<file path="src/rtl/reg_file_pkg.sv">
// Shared register-file constants and types, reused by the processor pipeline.
package reg_file_pkg;

  localparam int unsigned DATA_WIDTH = 32;
  localparam int unsigned ADDR_WIDTH = 5;
  localparam int unsigned NUM_REGS   = 2 ** ADDR_WIDTH;

  typedef logic [ADDR_WIDTH-1:0] reg_addr_t;
  typedef logic [DATA_WIDTH-1:0] reg_data_t;

endpackage

</file>
<file path="src/rtl/reg_file.sv">
// 2-read/1-write register file: register 0 hardwired to zero, combinational reads
// with write-through bypass, asynchronous active-low clear.
module reg_file #(
  parameter int unsigned DATA_WIDTH = reg_file_pkg::DATA_WIDTH,
  parameter int unsigned ADDR_WIDTH = reg_file_pkg::ADDR_WIDTH
) (
  input  logic                  clock,
  input  logic                  reset,
  input  logic [ADDR_WIDTH-1:0] read_reg_1,
  input  logic [ADDR_WIDTH-1:0] read_reg_2,
  output logic [DATA_WIDTH-1:0] read_data_1,
  output logic [DATA_WIDTH-1:0] read_data_2,
  input  logic [ADDR_WIDTH-1:0] write_reg,
  input  logic [DATA_WIDTH-1:0] write_data,
  input  logic                  write_enable
);

  localparam int unsigned DEPTH = 2 ** ADDR_WIDTH;

  logic [DATA_WIDTH-1:0] regs [DEPTH];
  logic                  wr_valid;

  // Writes to address 0 are dropped so that entry stays at its reset value of zero.
  assign wr_valid = write_enable && (write_reg != '0);

  // Storage array with asynchronous clear.
  always_ff @(posedge clock or negedge reset) begin
    if (!reset) begin
      for (int i = 0; i < int'(DEPTH); i++) begin
        regs[i] <= '0;
      end
    end else if (wr_valid) begin
      regs[write_reg] <= write_data;
    end
  end

  // Read port 1: zero during reset or at address 0, bypass on matching write.
  always_comb begin
    read_data_1 = '0;
    if (reset && (read_reg_1 != '0)) begin
      if (wr_valid && (write_reg == read_reg_1)) begin
        read_data_1 = write_data;
      end else begin
        read_data_1 = regs[read_reg_1];
      end
    end
  end

  // Read port 2: identical to port 1.
  always_comb begin
    read_data_2 = '0;
    if (reset && (read_reg_2 != '0)) begin
      if (wr_valid && (write_reg == read_reg_2)) begin
        read_data_2 = write_data;
      end else begin
        read_data_2 = regs[read_reg_2];
      end
    end
  end

endmodule

</file>
<file path="config.mk">
export PLATFORM = sky130hd
export DESIGN_NAME = reg_file
export DESIGN_NICKNAME = d
export VERILOG_FILES = /design/src/rtl/reg_file_pkg.sv /design/src/rtl/reg_file.sv
export SDC_FILE = /design/constraint.sdc
export NUM_CORES = 2
export LEC_CHECK = 0
export CAP_MARGIN = 10
export CORE_ASPECT_RATIO = 1.4
export CORE_UTILIZATION = 60
export CTS_CLUSTER_DIAMETER = 50
export DETAILED_ROUTE_END_ITERATION = 8
export DONT_BUFFER_PORTS = 1
export PLACE_DENSITY_LB_ADDON = 0.08
export SYNTH_ARGS = -nofsm -noshare
export SYNTH_HDL_FRONTEND = slang
export SYNTH_SLANG_ARGS = --single-unit
</file>
<file path="constraint.sdc">
create_clock -name clock -period 6.4 [get_ports clock]
set_input_delay 1.28 -clock clock [delete_from_list [all_inputs] [get_ports clock]]
set_output_delay 1.28 -clock clock [all_outputs]
set_load 0.1 [all_outputs]
</file>
==> results.cfg <==
[run_status]
status = finished, final reports clean

[global_route]
grt_pass1_wl_um = 260000
gr-usage-all-layers_pct = 38.1
grtUsageMet3_pct = 8.84
top_usage_layer = met2
grt_max_degree = 1030
grt_use_met1_pct = 48.3
grt_pass1_vias = 39200
grt.overflow.total = 0
grt_antenna_before_repair = 3
use_met2_pct = 59.3

[timing]
hold_viol_final = 0
setup_viol = 0
tns_ps = 0
skew_ps = 0
rsz0062_at_grt = no
fmax_ghz = 0.164
drv_slew = 0
min_period_over_period_pct = 95.0
tightest_slew_ps = 1240
fin_crit_ps = 6080
slew_headroom_pct = 16.8

[yosys]
synth-async-reset-ratio_pct = 100
synth_area_per_cell_um2 = 14.2
synth_top_area_share_pct = 46.5
synth_common_cells = 1,024 x dfrtp_1, 504 x mux2_1, 488 x mux2_2
ys_seq_area_share_pct = 46.5
synth_cells = 3886
synth_nets = 3936
ys_top_cells_by_area = dfrtp_1 47%, mux4_2 14%, mux2_1 10%, mux2_2 10%, mux2i_1 6.4%
yosys_register_bits = 1024
netlist_area_um2 = 55100
synth_flop_cell = dfrtp_1
synth_edf_count = 0
yosysWarnings = 0
yosys.cell_count.top_type = dfrtp_1
synth_area_leader_cell = dfrtp_1
ys_types = 43

[floorplanning]
die_x_um = 258
initial_utilization_pct = 60.6
io_pins = 114
die-height_um = 361
fp-row-count = 131
core_um2 = 91000
dieArea_um2 = 93100

[routing]
vias_per_cell = 7.45
wirelength_um = 177000
route.antenna.remaining_nets = 0
drt_iter0_drc = 3729
drc = 0
num_vias = 37100
routedWlPerCell_um = 35.6
drt-pass1-iter-count = 7

[clock_network]
cts_tree = yes
cts_buffers = 112
htree_levels = 3
insertion_delay_ps = 680
root_buffer = clkbuf_16
cts_buffer_depth = 3
cts.clk_slew.worst_paths_ps = 60
cts_sinks = 1024

[power]
p_int_mw = 13.9
pwr-share-comb_pct = 18.7
switchingPower_mw = 5.38
switching_share_pct = 27.8
power_leakage_nw = 26.7
clkPwrFrac_pct = 36.6
p_seq_share_pct = 44.7
power.density_nw_per_um2 = 322
max-vdd-ir-drop_v = 0.000346

[setup_path]
slowest_stage = buf_4
cp_slowest_stage_delay_ps = 690
required_ps = 5120
cp-end-kind = primary output
cp-start-kind = input port
critPathKind = in2out
crit_path_frequent_cell = buf_16
worstPathCellList = buf_16 > buf_16 > buf_16 > nand2_1 > nor4_2 > buf_4 > a221o_1 > buf_4
arrival_ps = 4800
critical_path.max_fanout = 91

[placement]
routabilityCongestion = 0.874
hpwlAfterDp_um = 98300
io_buffers = 0

[layout]
fin_nets = 3736
syn2layout_area_growth_pct = 8.99
drive_above_1_share_pct = 32.1
largest_reg_flops = 1024
biggestRegsByFlops = regs (1024)
multiInputGateArea_um2 = 27600
post-route-util_pct = 66.0
register_area_um2 = 25600
fillers = 6536
top_register = regs

[flow_run]
max_cap_viol_count = 0

[hold_path]
hold_class = in2async
-- stage by stage --
stage / hold slack [ps] / total power, mW / worst slack, ps / instances / area [µm²]
final: 288 / 19.3 / 321 / 4977 / 60000
after global routing: 264 / 20.0 / 141 / 4975 / 60000
after CTS: 295 / 19.2 / 1270 / 4966 / 59800
after detailed placement: 383 / 12.2 / 1380 / 4760 / 55700
after global placement: 376 / 11.9 / 1420 / 4760 / 55700
after floorplan: 441 / 11.4 / 1780 / 3886 / 55100
-- area by class of cell --
type                       count  area share, %
multi-input combinational   2408           46.0
timing repair buffer         137           2.04
antenna                        2        0.00833
tap                         1197           2.49
sequential                  1024           42.7
clock inverter                56           1.29
clock buffer                 150           5.46
inverter                       3         0.0208
-- cells by family (layout without fill, tap and decap cells) --
group,Yosys count,in the layout,share of synthesized area [%]
and+or+nand+nor,139,139,1.18
AOI/OAI and AO/OA,579,579,7.93
xor gates and xnor gates,10,10,0.159
buffers and inverters,454,346,3.81
DFF,1024,1024,46.5
muxes,1680,1680,40.4
other,0,2,0
-- metal layers --
layer / part of all wire [%] / vias to the layer above
met1: 37 / 19800
li1: - / 14700
met5: 0.0073 / -
met4: 6.7 / 2
met2: 47 / 1969
met3: 8.9 / 597
-- worst max-delay path, delay by kind of cell --
| kind | cells | cell delay [ps] |
|---|---|---|
| buf+inv | 5 | 2150 |
| compound gates | 1 | 580 |
| simple gates | 2 | 480 |
-- cell usage in the layout (no fill, tap or decap), types with 20 or more instances in the layout --
cell / instances
mux2i_1: 352
mux4_2: 336
a22oi_1: 128
buf_4: 126
a221o_1: 64
a221oi_1: 176
clkbuf_16: 120
mux2_1: 504
a21oi_1: 64
dfrtp_1: 1024
clkbuf_8: 25
nor2_4: 20
o21bai_1: 64
nand2_1: 52
o21ai_0: 67
mux2_2: 488
-- power by group through the flow --
stage | combinational [mW] | sequential [mW] | clock (mW)
2_1_floorplan | 3.01 | 8.38 | 0
3_3_place_gp | 3.33 | 8.52 | 0
3_5_place_dp | 3.45 | 8.70 | 0
4_1_cts | 3.46 | 8.59 | 7.12
5_1_grt | 3.83 | 8.77 | 7.38
6_report | 3.62 | 8.63 | 7.06
-- final timing paths --
check / from / end / slack (ps) / cells after the start
max: reset / read_data_2[1] / 320 / 8
min: reset / regs[877]$_DFFE_PN0P_ / 290 / 0
max reg2reg: regs[749]$_DFFE_PN0P_ / regs[749]$_DFFE_PN0P_ / 5550 / 1
min reg2reg: regs[1002]$_DFFE_PN0P_ / regs[1002]$_DFFE_PN0P_ / 390 / 0
max in group asynchronous: reset / regs[737]$_DFFE_PN0P_ / 3530 / 4
min in group clock: regs[1002]$_DFFE_PN0P_ / regs[1002]$_DFFE_PN0P_ / 390 / 0
-- what timing repair did --
action	4_1_cts	5_1_grt
buffers inserted	0	0
endpoints found under the setup margin	0	64
gates resized for setup	0	0
hold buffers	0	0
No activity file was read; power rests on OpenSTA's default activity.
